### src/rtl/fp_addsub_param.sv
// Multi-cycle parametrised floating-point add/subtract with valid/ready on both sides.
// Optional macro FPADD_RNE_EN selects round-to-nearest-even; otherwise rounds toward zero.
module fp_addsub_param #(
  parameter int EXP_W = 5,
  parameter int MAN_W = 10
) (
  input  logic                   clk,
  input  logic                   rst,
  input  logic                   in_valid,
  output logic                   in_ready,
  input  logic [EXP_W+MAN_W:0]   in_a,
  input  logic [EXP_W+MAN_W:0]   in_b,
  input  logic                   op,
  output logic                   out_valid,
  input  logic                   out_ready,
  output logic [EXP_W+MAN_W:0]   out_sum,
  output logic                   ovf,
  output logic                   unf,
  output logic                   zero
);
  localparam int W  = 1 + EXP_W + MAN_W;
  localparam int M  = MAN_W + 4;
  localparam int LW = $clog2(M + 1);
  localparam int XW = EXP_W + LW + 1;
  localparam logic [EXP_W-1:0] EXP_MAX = {EXP_W{1'b1}};
`ifdef FPADD_RNE_EN
  localparam bit RNE = 1'b1;
`else
  localparam bit RNE = 1'b0;
`endif

  typedef enum logic [2:0] {
    IDLE = 3'd0, ALIGN = 3'd1, ADD = 3'd2, NORM = 3'd3, ROUND = 3'd4, DONE = 3'd5
  } state_t;

  // Leading-zero count; returns M for an all-zero vector.
  function automatic logic [LW-1:0] lzc(input logic [M-1:0] v);
    logic [LW-1:0] n;
    n = LW'(M);
    for (int i = 0; i < M; i++) begin
      if (v[i]) n = LW'(M - 1 - i);
    end
    return n;
  endfunction

  state_t state_q, state_d;
  logic [W-1:0] a_q, a_d, b_q, b_d, byp_res_q, byp_res_d, out_sum_q, out_sum_d;
  logic op_q, op_d, sign_q, sign_d, sub_q, sub_d, byp_q, byp_d, byp_zero_q, byp_zero_d;
  logic [EXP_W-1:0] exp_q, exp_d;
  logic [M-1:0] mb_q, mb_d, ms_q, ms_d;
  logic [M:0] sum_q, sum_d;
  logic [XW-1:0] nexp_q, nexp_d;
  logic [M-2:0] nman_q, nman_d;
  logic nzero_q, nzero_d;
  logic out_valid_q, out_valid_d, ovf_q, ovf_d, unf_q, unf_d, zero_q, zero_d;

  logic sa_s, sb_s, a_big_s, s_big_s;
  logic [EXP_W-1:0] ea_s, eb_s, e_big_s, e_sml_s;
  logic [M-1:0] ma_s, mbo_s, m_big_s, m_sml_s, m_sh_s;
  logic [31:0] d_s;
  logic [2*M-1:0] wide_s;

  // Operand swap and alignment shift of the smaller operand.
  always_comb begin
    sa_s    = a_q[W-1];
    sb_s    = b_q[W-1] ^ op_q;
    ea_s    = a_q[W-2:MAN_W];
    eb_s    = b_q[W-2:MAN_W];
    a_big_s = (a_q[W-2:0] >= b_q[W-2:0]);
    ma_s    = {1'b1, a_q[MAN_W-1:0], 3'b000};
    mbo_s   = {1'b1, b_q[MAN_W-1:0], 3'b000};
    if (a_big_s) begin
      s_big_s = sa_s;  e_big_s = ea_s;  m_big_s = ma_s;
      e_sml_s = eb_s;  m_sml_s = mbo_s;
    end else begin
      s_big_s = sb_s;  e_big_s = eb_s;  m_big_s = mbo_s;
      e_sml_s = ea_s;  m_sml_s = ma_s;
    end
    d_s    = 32'(e_big_s - e_sml_s);
    wide_s = {2*M{1'b0}};
    if (d_s > 32'(M - 1)) begin
      m_sh_s = {{(M-1){1'b0}}, 1'b1};
    end else begin
      wide_s = {m_sml_s, {M{1'b0}}} >> d_s;
      m_sh_s = wide_s[2*M-1:M] | {{(M-1){1'b0}}, |wide_s[M-1:0]};
    end
  end

  logic [M:0] sum_s;
  logic [LW-1:0] lz_s;
  logic [M-1:0] n_man_s;
  logic [XW-1:0] n_exp_s;

  // Magnitude add/subtract and normalisation.
  always_comb begin
    if (sub_q) begin
      sum_s = {1'b0, mb_q} - {1'b0, ms_q};
    end else begin
      sum_s = {1'b0, mb_q} + {1'b0, ms_q};
    end
    lz_s = lzc(sum_q[M-1:0]);
    if (sum_q[M]) begin
      n_man_s = {sum_q[M:2], sum_q[1] | sum_q[0]};
      n_exp_s = XW'(exp_q) + XW'(1);
    end else begin
      n_man_s = sum_q[M-1:0] << lz_s;
      n_exp_s = XW'(exp_q) - XW'(lz_s);
    end
  end

  logic inc_s, r_ovf_s, r_unf_s;
  logic [MAN_W:0] rnd_s;
  logic [XW-1:0] r_exp_s;

  // Rounding plus exponent range checks.
  always_comb begin
    inc_s   = RNE & nman_q[2] & (nman_q[1] | nman_q[0] | nman_q[3]);
    rnd_s   = {1'b0, nman_q[M-2:3]} + {{MAN_W{1'b0}}, inc_s};
    r_exp_s = nexp_q + XW'(rnd_s[MAN_W]);
    r_unf_s = nexp_q[XW-1] | (nexp_q == {XW{1'b0}});
    r_ovf_s = ~r_exp_s[XW-1] & (r_exp_s >= XW'(EXP_MAX));
  end

  // Next-state and datapath register loads.
  always_comb begin
    state_d = state_q;  a_d = a_q;  b_d = b_q;  op_d = op_q;
    sign_d = sign_q;  exp_d = exp_q;  mb_d = mb_q;  ms_d = ms_q;  sub_d = sub_q;
    byp_d = byp_q;  byp_res_d = byp_res_q;  byp_zero_d = byp_zero_q;
    sum_d = sum_q;  nexp_d = nexp_q;  nman_d = nman_q;  nzero_d = nzero_q;
    out_sum_d = out_sum_q;  out_valid_d = out_valid_q;
    ovf_d = ovf_q;  unf_d = unf_q;  zero_d = zero_q;
    case (state_q)
      IDLE: begin
        if (in_valid && in_ready) begin
          a_d = in_a;  b_d = in_b;  op_d = op;  state_d = ALIGN;
        end else begin
          state_d = IDLE;
        end
      end
      ALIGN: begin
        sign_d = s_big_s;  exp_d = e_big_s;  mb_d = m_big_s;  ms_d = m_sh_s;
        sub_d = sa_s ^ sb_s;
        byp_d = (ea_s == {EXP_W{1'b0}}) | (eb_s == {EXP_W{1'b0}});
        byp_zero_d = 1'b0;
        if ((ea_s == {EXP_W{1'b0}}) && (eb_s == {EXP_W{1'b0}})) begin
          byp_res_d = {W{1'b0}};  byp_zero_d = 1'b1;
        end else if (eb_s == {EXP_W{1'b0}}) begin
          byp_res_d = a_q;
        end else begin
          byp_res_d = {sb_s, b_q[W-2:0]};
        end
        state_d = ADD;
      end
      ADD: begin
        sum_d = sum_s;  state_d = NORM;
      end
      NORM: begin
        nexp_d = n_exp_s;  nman_d = n_man_s[M-2:0];  nzero_d = ~n_man_s[M-1];
        state_d = ROUND;
      end
      ROUND: begin
        ovf_d = 1'b0;  unf_d = 1'b0;  zero_d = 1'b0;
        if (byp_q) begin
          out_sum_d = byp_res_q;  zero_d = byp_zero_q;
        end else if (nzero_q) begin
          out_sum_d = {W{1'b0}};  zero_d = 1'b1;
        end else if (r_unf_s) begin
          out_sum_d = {W{1'b0}};  unf_d = 1'b1;  zero_d = 1'b1;
        end else if (r_ovf_s) begin
          out_sum_d = {sign_q, EXP_MAX, {MAN_W{1'b0}}};  ovf_d = 1'b1;
        end else begin
          out_sum_d = {sign_q, r_exp_s[EXP_W-1:0], rnd_s[MAN_W-1:0]};
        end
        state_d = DONE;
      end
      DONE: begin
        if (!out_valid_q) begin
          out_valid_d = 1'b1;
        end else if (out_ready) begin
          out_valid_d = 1'b0;  state_d = IDLE;
        end else begin
          state_d = DONE;
        end
      end
      default: state_d = IDLE;
    endcase
  end

  // State and datapath registers with synchronous reset.
  always_ff @(posedge clk) begin
    if (rst) begin
      state_q <= IDLE;  a_q <= {W{1'b0}};  b_q <= {W{1'b0}};  op_q <= 1'b0;
      sign_q <= 1'b0;  exp_q <= {EXP_W{1'b0}};  mb_q <= {M{1'b0}};  ms_q <= {M{1'b0}};
      sub_q <= 1'b0;  byp_q <= 1'b0;  byp_res_q <= {W{1'b0}};  byp_zero_q <= 1'b0;
      sum_q <= {(M+1){1'b0}};  nexp_q <= {XW{1'b0}};  nman_q <= {(M-1){1'b0}};  nzero_q <= 1'b0;
      out_sum_q <= {W{1'b0}};  out_valid_q <= 1'b0;
      ovf_q <= 1'b0;  unf_q <= 1'b0;  zero_q <= 1'b0;
    end else begin
      state_q <= state_d;  a_q <= a_d;  b_q <= b_d;  op_q <= op_d;
      sign_q <= sign_d;  exp_q <= exp_d;  mb_q <= mb_d;  ms_q <= ms_d;
      sub_q <= sub_d;  byp_q <= byp_d;  byp_res_q <= byp_res_d;  byp_zero_q <= byp_zero_d;
      sum_q <= sum_d;  nexp_q <= nexp_d;  nman_q <= nman_d;  nzero_q <= nzero_d;
      out_sum_q <= out_sum_d;  out_valid_q <= out_valid_d;
      ovf_q <= ovf_d;  unf_q <= unf_d;  zero_q <= zero_d;
    end
  end

  assign in_ready  = (state_q == IDLE) && !rst;
  assign out_valid = out_valid_q;
  assign out_sum   = out_sum_q;
  assign ovf       = ovf_q;
  assign unf       = unf_q;
  assign zero      = zero_q;
endmodule

### config.mk
export PLATFORM = sky130hd
export DESIGN_NAME = fp_addsub_param
export DESIGN_NICKNAME = d
export VERILOG_FILES = /design/src/rtl/fp_addsub_param.sv
export SDC_FILE = /design/constraint.sdc
export NUM_CORES = 1
export LEC_CHECK = 0
export BUFFER_PORTS_ARGS = -buffer_cell sky130_fd_sc_hd__buf_2
export CAP_MARGIN = 10
export CORE_AREA = 10 10 146 148
export CTS_CLUSTER_SIZE = 12
export DETAILED_ROUTE_END_ITERATION = 7
export DIE_AREA = 0 0 156 158
export PLACE_DENSITY_LB_ADDON = 0.3
export SLEW_MARGIN = 30
export SYNTH_ARGS = -nofsm -noshare
export SYNTH_HDL_FRONTEND = slang
export SYNTH_SLANG_ARGS = --single-unit
### constraint.sdc
create_clock -name clk -period 4.7 [get_ports clk]
set_clock_uncertainty 0.2 [all_clocks]
set_input_delay 0.47 -clock clk [delete_from_list [all_inputs] [get_ports clk]]
set_output_delay 0.47 -clock clk [all_outputs]
set_load 0.05 [all_outputs]
# [After elaboration in Yosys (flattened, before gate mapping)]
# Index checks and enable logic that the tools add are counted.
[word_totals] in_bits=37 n_memories=0 ram_bits=0 rom_bits=0 word_cells=101 latchBits=0 regBits=148
[classes] div=0 n_lt_le_gt_ge=3 add_sub_neg=5 n_bitwise=9 mux=45 reduce_logical=10 eq_ne=6 shifts=2 mul=0
[ops] operator="2-to-1 mux 16 bit" count=5
[ops] operator="2-to-1 mux 4 bit" count=13
[ops] operator="> comparator 32 x 4 -> 1 bit (second input constant)" count=1
[ops] operator=">> shifter 28 x 32 -> 28 bit" count=1
[ops] operator="2-to-1 mux 15 bit" count=2
[ops] operator="2-to-1 mux 14 bit" count=2
[ops] operator="2-to-1 mux 13 bit" count=2
[ops] operator="case mux 3 bit (6 select lines)" count=1
[ops] operator="adder 14 x 14 -> 15 bit" count=1
[ops] operator=">= comparator 15 bit" count=1
[ops] operator="subtractor 14 x 14 -> 15 bit" count=1
[ops] operator="2-to-1 mux 1 bit" count=14
[ops] operator="OR 14 x 1 -> 14 bit" count=1
[ops] operator="OR reduction 14 bit" count=1
[ops] operator="left shift 14 x 4 -> 14 bit" count=1
[ops] operator=">= comparator 10 x 5 -> 1 bit (second input constant)" count=1
[ops] operator="zero test 10 bit" count=1
[ops] operator="zero test 5 bit" count=2
[ops] operator="2-to-1 mux 10 bit" count=1
[ops] operator="2-to-1 mux 5 bit" count=2
[ops] operator="adder 5 x 1 -> 6 bit (second input constant)" count=1
[ops] operator="== test 3 x 2 -> 1 bit (second input constant)" count=2
[ops] operator="== test 3 bit (second input constant)" count=2
[ops] operator="2-to-1 mux 3 bit" count=2
[ops] operator="other kinds (13)" count=19

# [Longest topological paths before layout]
# Gate-level depths: netlist of run 1.
[logic_depth] word_depth=17 depth_mapped=20 mapped_depth_nobuf=17

# [Worst setup path before layout of run 1]
# OpenSTA, ideal clock, no wires.
[synth_timing] path_type="reg2reg" startpoint="register b_q[13]" endpoint="register ms_q[0]" stages_incl_launch_ff=19 path_slack_ns=0.443 required_ns=4.366 setup_ns=0.134 t_arrival_ns=3.923 period_less_slack_ns=4.257 path_cell_list="dfxtp_1 inv_1 ha_1 nand2_4 nor4_4 a21oi_2 buf_6 clkbuf_8 nor3_1 nor2_1 ha_1 a221oi_2 xnor2_1 buf_4 mux2i_1 nor2_1 or4b_1 o211ai_1 a311oi_1"
[synth_via] elab_chain_len=7 word_cells_on_any_way=10 classes_between="add/sub (1); order compare (2); shift (1); mux (4); bitwise (1); reduce/logical (1)"
[synth_lines] element="start, declared" line_no="47" rtl="logic [W-1:0] a_q, a_d, b_q, b_d, byp_res_q, byp_res_d, out_sum_q, out_sum_d;"
[synth_lines] element="start signal, assigned" line_no="192" rtl="state_q <= IDLE; a_q <= {W{1'b0}}; b_q <= {W{1'b0}}; op_q <= 1'b0;"
[synth_lines] element="start signal, assigned" line_no="199" rtl="state_q <= state_d; a_q <= a_d; b_q <= b_d; op_q <= op_d;"
[synth_lines] element=">= comparator 15 bit" line_no="69" rtl="a_big_s = (a_q[W-2:0] >= b_q[W-2:0]);"
[synth_lines] element="2-to-1 mux 5 bit" line_no="72" rtl="if (a_big_s) begin"
[synth_lines] element="subtractor 5 x 5 -> 6 bit" line_no="79" rtl="d_s = 32'(e_big_s - e_sml_s);"
[synth_lines] element=">> shifter 28 x 32 -> 28 bit" line_no="84" rtl="wide_s = {m_sml_s, {M{1'b0}}} >> d_s;"
[synth_lines] element="OR reduction 14 bit" line_no="85" rtl="m_sh_s = wide_s[2*M-1:M] | {{(M-1){1'b0}}, |wide_s[M-1:0]};"
[synth_lines] element="OR 14 x 1 -> 14 bit" line_no="85"
[synth_lines] element="2-to-1 mux 14 bit (*)" line_no="81" rtl="if (d_s > 32'(M - 1)) begin"
[synth_lines] element="end signal, assigned" line_no="200" rtl="sign_q <= sign_d; exp_q <= exp_d; mb_q <= mb_d; ms_q <= ms_d;"
[synth_lines] element="end, declared" line_no="50" rtl="logic [M-1:0] mb_q, mb_d, ms_q, ms_d;"
# Mark *: on every way between the ends. The rest lies on a longest branch, timed or not.
# A chain may end at the register's enable or synchronous reset.

# [Worst setup path after layout of run 1]
[layout_timing] startpoint="register b_q[12]" endpoint="register ms_q[0]"
# Same word-level chain as after synthesis.

==> summary.txt, run 1 <==
Worst setup path
  • Max incr delay on CP: 0.46 ns
  • Buf/Inv on CP: 3
  • WP data required: 4.80 ns
  • FF-to-FF End: ms_q[0]
  • Crit path launch: b_q[12]
  • Crit end category: flop
  • Critical path class: flop to flop
  • Crit path cell chain: inv_1, ha_1, a21oi_1, o21ai_0, a21o_1, a21oi_2, buf_4, and3_4, nor2_1, ha_1, a221oi_2, xnor2_2, buf_4, mux2i_1, nor2_1, or4b_1, o211ai_1, a311oi_1
  • Stages on the worst setup path: 18
  • Crit path to: ms_q[0]
  • Worst-case reg-to-reg path depth: 18
  • CP Max Fanout: 20
  • CP delay by family, top: compound AO/OA/AOI/OAI gates
  • R2R setup slack: 0.32 ns
  • Worst r2r src: b_q[12]
  • Crit path max-delay cell type: or4b_1
  • CP Data Arrival Time: 4.48 ns
  • CP startpoint kind: flop

STA
  • Final setup TNS: 0 ns
  • Tcrit/Tclk final: 93.15%
  • Maximum clock frequency: 0.2284 GHz
  • Slew Viols, Final: 0
  • Final setup viols: 0
  • Max transition margin: 35.88%
  • RSZ-0062 raised after global routing: false
  • Tmin final: 4.378 ns
  • Worst Tran Pin Value: 0.9604 ns
  • Final hold vios: 0

Floorplanning
  • Initial Utilization: 44.27%
  • Core Box Area: 18460 sq um
  • Total Die Area: 24650 sq um
  • Die height: 158 um
  • # IOs: 58
  • Cell Rows: 50
  • Die width: 156 um

Drt
  • Via Count: 7607
  • Vias per std cell: 5.732
  • Post-route ant nets: 0
  • Drt drc: 0
  • Routed length per placed instance: 17.64 um
  • Initial DRC count: 561
  • Initial DRT Pass Iterations: 5
  • Final WL: 23410 um

Power
  • Cell-internal power: 2.935 mW
  • Comb pwr share: 40.2%
  • Peak supply drop: 272.7 uV
  • LEAKAGE: 3.727 nW
  • Sw Share: 38.32%
  • Switching power total: 1.823 mW
  • Power Density: 515.7 nW/um^2
  • Clock share of power: 30.2%
  • Sequential power share: 29.6%

Synthesis
  • Ys async rst share: 0%
  • Mux contribution to synthesized area: 6.462%
  • Synth Area per Inst: 7.730 sq um
  • Simple-Gate Fraction of Synth Area: 23.52%
  • Post-synth top cells: nand2_1, dfxtp_1, nor2_1
  • Synth top area cells: dfxtp_1, nand2_1, a21oi_1
  • Share of the synthesized area in the top cell type: 34.06%
  • Yosys reg bits: 139
  • Most common cell in the netlist: nand2_1
  • Post-Synth Adder-Cell Area: 5.299%
  • Sequential element share of the synthesized area: 34.06%
  • Unique masters post-synth: 79
  • Post-Syn Instances: 1057
  • Yosys warning count: 0
  • Synth Area in Compound Gates: 22.25%
  • Leading register cell type out of synthesis: dfxtp_1
  • Synthesized cell area: 8170 sq um
  • Largest family of logic cells by synthesized area: simple AND/OR/NAND/NOR gates
  • Synth area leader: dfxtp_1
  • Number of enable flip-flop cells after synthesis: 0
  • Synth Area in XOR/XNOR: 3.109%
  • Syn Nets: 1128

Clocking
  • Hold Buf Count CTS: 0
  • Post-cts sizing count: 0
  • H-Tree Level Count: 4
  • Clk_lat worst skew: 0.43 ns
  • Clock tree from TritonCTS: done
  • CTS Buffer Depth: 2
  • Root buf cell: clkbuf_16
  • CTS sink cnt: 139
  • Worst-path clk slew: 0.06 ns
  • Post-CTS setup buffers: 0
  • CTS buffer count: 17

Placed design
  • Dpl cells: 1296
  • HPWL Detailed: 17290 um
  • IO buf count: 57
  • Global placement routability congestion: 0.9805

Worst hold path
  • Hold WC Path Type: input port to flop
  • HP Start: in_b[0]

GRT
  • Vias in the first global route: 7089
  • Maximum number of pins on one net before global-route repair: 88
  • Total grt overflow: 0
  • First-pass GRT wire length: 38140 um
  • Overall Global Routing Usage: 19.25%
  • Initial antenna violation count: 0

Cells and area
  • Layout cells sized above 1: 12.08%
  • Final non-filler cell total: 1327
  • Net count, final: 1152
  • Area growth, synth to finish: 12.92%
  • Ant diodes: 0
  • Fillers: 1747

Flow run
  • Maxcap violations: 0

Run status
  • Status: completed
routing by layer:
metal / share of wire (%) / track usage [%] / wire (um) / vias up
met1: 46 / 25.44 / 10680 / 3525
met4: 2.2 / 6.385 / 513 / 0
li1: - / - / - / 3817
met2: 46 / 30.46 / 10810 / 232
met3: 6.0 / 4.206 / 1404 / 33
met5: 0 / 0 / 0 / -
cell usage in the layout, fill, tap and decap left out, types with 19 or more instances in the layout:
master,n
ha_1,33
dfxtp_1,139
o31ai_1,20
a21oi_1,101
xnor2_1,21
a211oi_1,20
nand3_1,28
nor3_1,37
buf_4,19
nand2_1,166
o21ai_0,33
nor2_1,126
inv_1,35
buf_2,56
mux2i_1,42
logic make-up (layout without fill, tap and decap cells):
logic type | count (synthesis) | after routing
adders and majority gates | 34 | 34
muxes | 49 | 49
buffers and inverters | 105 | 141
AOI/OAI and AO/OA | 274 | 274
xor gates and xnor gates | 29 | 29
and+or+nand+nor | 427 | 427
DFF | 139 | 139
state kept, by name, indices dropped and copies added (netlist names), 3 cells and up:
name       cells
state_q        3
nman_q        10
nexp_q         7
sum_q         15
byp_res_q     16
out_sum       16
mb_q          11
a_q           16
ms_q          14
b_q           16
exp_q          5
worst reg2reg max path, cell delays in order (launching register included):
cell	delay, ns
dfxtp_1	0.41
inv_1	0.10
ha_1	0.40
a21oi_1	0.16
o21ai_0	0.11
a21o_1	0.20
a21oi_2	0.15
buf_4	0.21
and3_4	0.22
nor2_1	0.05
ha_1	0.22
a221oi_2	0.24
xnor2_2	0.20
buf_4	0.31
mux2i_1	0.28
nor2_1	0.05
or4b_1	0.46
o211ai_1	0.19
a311oi_1	0.11
power by group through the flow:
stage,clock (mW),combinational [mW],sequential [mW]
floorplan,0,1.53,1.38
global placement,0,1.90,1.43
detailed placement,0,1.89,1.43
CTS,1.45,1.90,1.40
global route,1.50,2.13,1.42
finish,1.44,1.91,1.41
area by class of cell:
| class | count | area, sq um | area share [%] |
|---|---|---|---|
| inverter | 35 | 131.4 | 1.424 |
| clock buffer | 19 | 432.9 | 4.692 |
| tap | 234 | 292.8 | 3.173 |
| multi-input combinational | 813 | 4977 | 53.95 |
| clock inverter | 12 | 186.4 | 2.021 |
| sequential | 139 | 2783 | 30.16 |
| timing repair buffer | 75 | 422.9 | 4.584 |
metrics by stage:
step	util (%)	worst slack, ns	total power [mW]	hold WS (ns)	cell area, sq um
2_1_floorplan	-	0.4432	2.915	0.2317	8170
3_3_place_gp	46.58	0.4159	3.322	0.2385	8597
3_5_place_dp	46.60	0.3619	3.319	0.2498	8600
4_1_cts	49.95	0.3377	4.760	0.005110	9219
5_1_grt	49.99	0.02933	5.058	0.02045	9226
6_report	49.99	0.3218	4.758	0.01621	9226
how the worst min path moves through the flow:
stage	to	slack, ns	depth (start not counted)
after floorplan	sign_q	0.23	2
after global placement	ovf	0.24	2
after global routing	a_q[5]	0.02	3
final	b_q[0]	0.02	3
after detailed placement	sign_q	0.25	2
after CTS	a_q[4]	0.005	3
Note: power is estimated with default switching activity, not from simulation.
==> inputs of run 2 (changes only) <==
ABC_AREA = 1   (was unset)
CORE_AREA = 10 10 149 151   (was 10 10 146 148)
DIE_AREA = 0 0 159 161   (was 0 0 156 158)
GPL_TIMING_DRIVEN = 0   (was unset)
==> summary.txt, run 2 <==
Power
  • Peak supply drop: 286.1 uV (+4.9%)
  • LEAKAGE: 4.395 nW (+18%)
  • Power Total: 5.018 mW (+5.5%)
  • Power Density: 516.2 nW/um^2 (about the same)

Synthesis
  • Post-Syn Instances: 1270 (+20%)
  • Synthesized cell area: 8504 sq um (+4.1%)
  • Number of enable flip-flop cells after synthesis: 0 (unchanged)
  • Synth top area cells: dfxtp_1, nand2_1, o21ai_0
  • Most common cell in the netlist: nand2_1
  • Yosys reg bits: 139 (unchanged)
  • Syn Nets: 1341 (+19%)
  • Ys async rst share: 0% (unchanged)
  • Synth Area per Inst: 6.696 sq um (-13%)
  • Post-synth top cells: nand2_1, inv_1, dfxtp_1
  • Sequential element share of the synthesized area: 32.72% (-1.3 points)
  • Synth area leader: dfxtp_1
  • Unique masters post-synth: 56 (-29%)
  • Yosys warning count: 0 (unchanged)
  • Share of the synthesized area in the top cell type: 32.72% (-1.3 points)
  • Leading register cell type out of synthesis: dfxtp_1

Placed design
  • Place WS: 0.5688 ns (+0.2069 ns)
  • HPWL Detailed: 20430 um (+18%)
  • Global placement routability congestion: 0.9410 (-4.0%)
  • IO buf count: 57 (unchanged)

GRT
  • Total grt overflow: 0 (unchanged)
  • Overall Global Routing Usage: 20.18% (+0.93 points)
  • Maximum number of pins on one net before global-route repair: 17 (-81%)
  • First-pass GRT wire length: 42210 um (+11%)
  • Initial antenna violation count: 0 (unchanged)
  • Vias in the first global route: 8134 (+15%)

STA
  • RSZ-0062 raised after global routing: false
  • Final hold vios: 0 (unchanged)
  • Tmin final: 4.255 ns (-0.1235 ns)
  • Slew Viols, Final: 0 (unchanged)
  • Max transition margin: 39.11% (+3.2 points)
  • Final setup TNS: 0 ns (unchanged)
  • Maximum clock frequency: 0.2350 GHz (+2.9%)
  • Hold Slack: 0.03426 ns (+0.01806 ns)
  • Tcrit/Tclk final: 90.53% (-2.6 points)
  • Final setup margin: 0.4453 ns (+0.1235 ns)
  • Worst Tran Pin Value: 0.9084 ns (-0.05201 ns)
  • Final setup viols: 0 (unchanged)

Worst setup path
  • Critical path class: flop to flop
  • CP Data Arrival Time: 4.42 ns (-0.06 ns)
  • Crit path launch: b_q[12]
  • WP data required: 4.86 ns (+0.06 ns)
  • FF-to-FF End: ms_q[0]
  • R2R setup slack: 0.45 ns (+0.12 ns)
  • Crit path to: ms_q[0]
  • Worst-case reg-to-reg path depth: 19 (+1)
  • Crit end category: flop
  • CP startpoint kind: flop
  • CP Max Fanout: 10 (-50%)
  • Worst r2r src: b_q[12]

Cells and area
  • Fillers: 1905 (+9.0%)
  • Net count, final: 1417 (+23%)
  • Register Area: 2783 sq um (unchanged)
  • Area growth, synth to finish: 14.30%
  • Most frequent cells in the layout: nand2_1, inv_1, dfxtp_1
  • Combined area of the multi-input logic cells: 4846 sq um (-2.6%)
  • Layout cells sized above 1: 9.492% (-2.6 points)
  • Post-layout util: 50.61% (+0.62 points)
  • Most common cell after layout, fill and taps aside: nand2_1
  • Ant diodes: 0 (unchanged)

Clocking
  • Post-cts sizing count: 0 (unchanged)
  • Hold Buf Count CTS: 0 (unchanged)
  • H-Tree Level Count: 4 (unchanged)
  • Root buf cell: clkbuf_16
  • Clk_lat worst skew: 0.43 ns (about the same)
  • Clock tree from TritonCTS: done
  • CTS Buffer Depth: 2 (unchanged)
  • Post-CTS setup buffers: 0 (unchanged)
  • Worst-path clk slew: 0.06 ns (about the same)
  • CTS sink cnt: 139 (unchanged)
  • CTS buffer count: 17 (unchanged)

Floorplanning
  • Cell Rows: 51 (+2.0%)
  • Die width: 159 um (+1.9%)
  • Initial Utilization: 44.28% (about the same)
  • Core Box Area: 19210 sq um (+4.1%)
  • # IOs: 58 (unchanged)
  • Die height: 161 um (+1.9%)
  • Total Die Area: 25600 sq um (+3.9%)

Drt
  • Final WL: 26690 um (+14%)
  • Vias per std cell: 5.438 (-5.1%)
  • Drt drc: 0 (unchanged)
  • Routed length per placed instance: 16.43 um (-6.9%)
  • Initial DRT Pass Iterations: 7 (+2)
  • Via Count: 8832 (+16%)
  • Initial DRC count: 930 (+66%)
  • Post-route ant nets: 0 (unchanged)

Worst hold path
  • Hold WC Path Type: input port to flop

Flow run
  • Maxcap violations: 0 (unchanged)

Run status
  • Status: completed
-- run 2: cell count changes in the layout (fill, tap and decap cells not counted), sizes merged, moves of 23 or more --
cell and delta:
nor2 -55, mux2i -43, a21oi +25, clkbuf +49, nand2 +131, inv +117
nand3 +51, nor3 -23, o21ai +100
-- run 2: per-layer routing --
layer | up-vias | GRT usage [%] | share of wire [%]
met2 | 317 | 32.61 | 45
met4 | 0 | 8.045 | 2.9
met1 | 4060 | 26.24 | 45
met5 | - | 0 | 0
met3 | 57 | 3.533 | 7.0
li1 | 4398 | - | -
-- run 2: stage by stage --
stage | instance area, sq um | std cells
after floorplan | 8504 | 1270
after global placement | 9121 | 1592
after detailed placement | 9126 | 1592
after CTS | 9721 | 1624
after global routing | 9721 | 1624
final | 9721 | 1624
-- run 2: worst min path at each step --
stage,depth (start not counted),slack (ns),to,start
final,3,0.03,b_q[13],in_b[13]
after global routing,3,0.04,op_q,op
after CTS,3,0.03,b_q[12],in_b[12]
after detailed placement,2,0.26,nzero_q,nzero_q
after global placement,2,0.25,out_sum[6],nman_q[9]
after floorplan,2,0.24,out_sum[0],nman_q[3]
-- run 2: critical path, stage by stage (launching register included) --
cell	delay [ns]
dfxtp_1	0.39
inv_1	0.15
ha_1	0.31
buf_6	0.14
nand2_1	0.05
nand2_1	0.06
a21oi_1	0.13
o21ai_1	0.09
nor2_1	0.24
nand3_1	0.20
nand3_2	0.15
ha_1	0.28
clkbuf_1	0.24
inv_1	0.19
buf_1	0.37
nand2_1	0.19
nand2_1	0.11
a21boi_0	0.35
o22ai_1	0.18
a21oi_2	0.15
-- run 2: area by class of cell --
cell class                      instances  share of cell area [%]
Tap cell                              265                   3.411
Timing Repair Buffer                   57                   2.935
Clock inverter                         13                   1.455
Clock buffer                           19                   4.660
Sequential cell                       139                   28.63
Inverter                              157                   6.063
Buffer                                 66                   2.999
Multi-Input combinational cell        908                   49.85
-- run 2: kinds of logic (layout without fill, tap and decap cells) --
kind of cell | after synthesis | after routing | share of synthesized area (%)
compound gates | 358 | 358 | 24.01
xor+xnor | 29 | 29 | 3.296
fa+ha+maj | 34 | 34 | 5.091
buf+inv | 223 | 312 | 10.36
flops | 139 | 139 | 32.72
simple gates | 487 | 487 | 24.53
-- run 2: where the power goes --
part	internal, mW	total, mW	switching (mW)	leakage [nW]
clock	0.811	1.35	0.543	0.286
sequential	1.27	1.36	0.0895	1.13
combinational	0.762	2.31	1.54	2.98
total	2.84	5.02	2.18	4.39
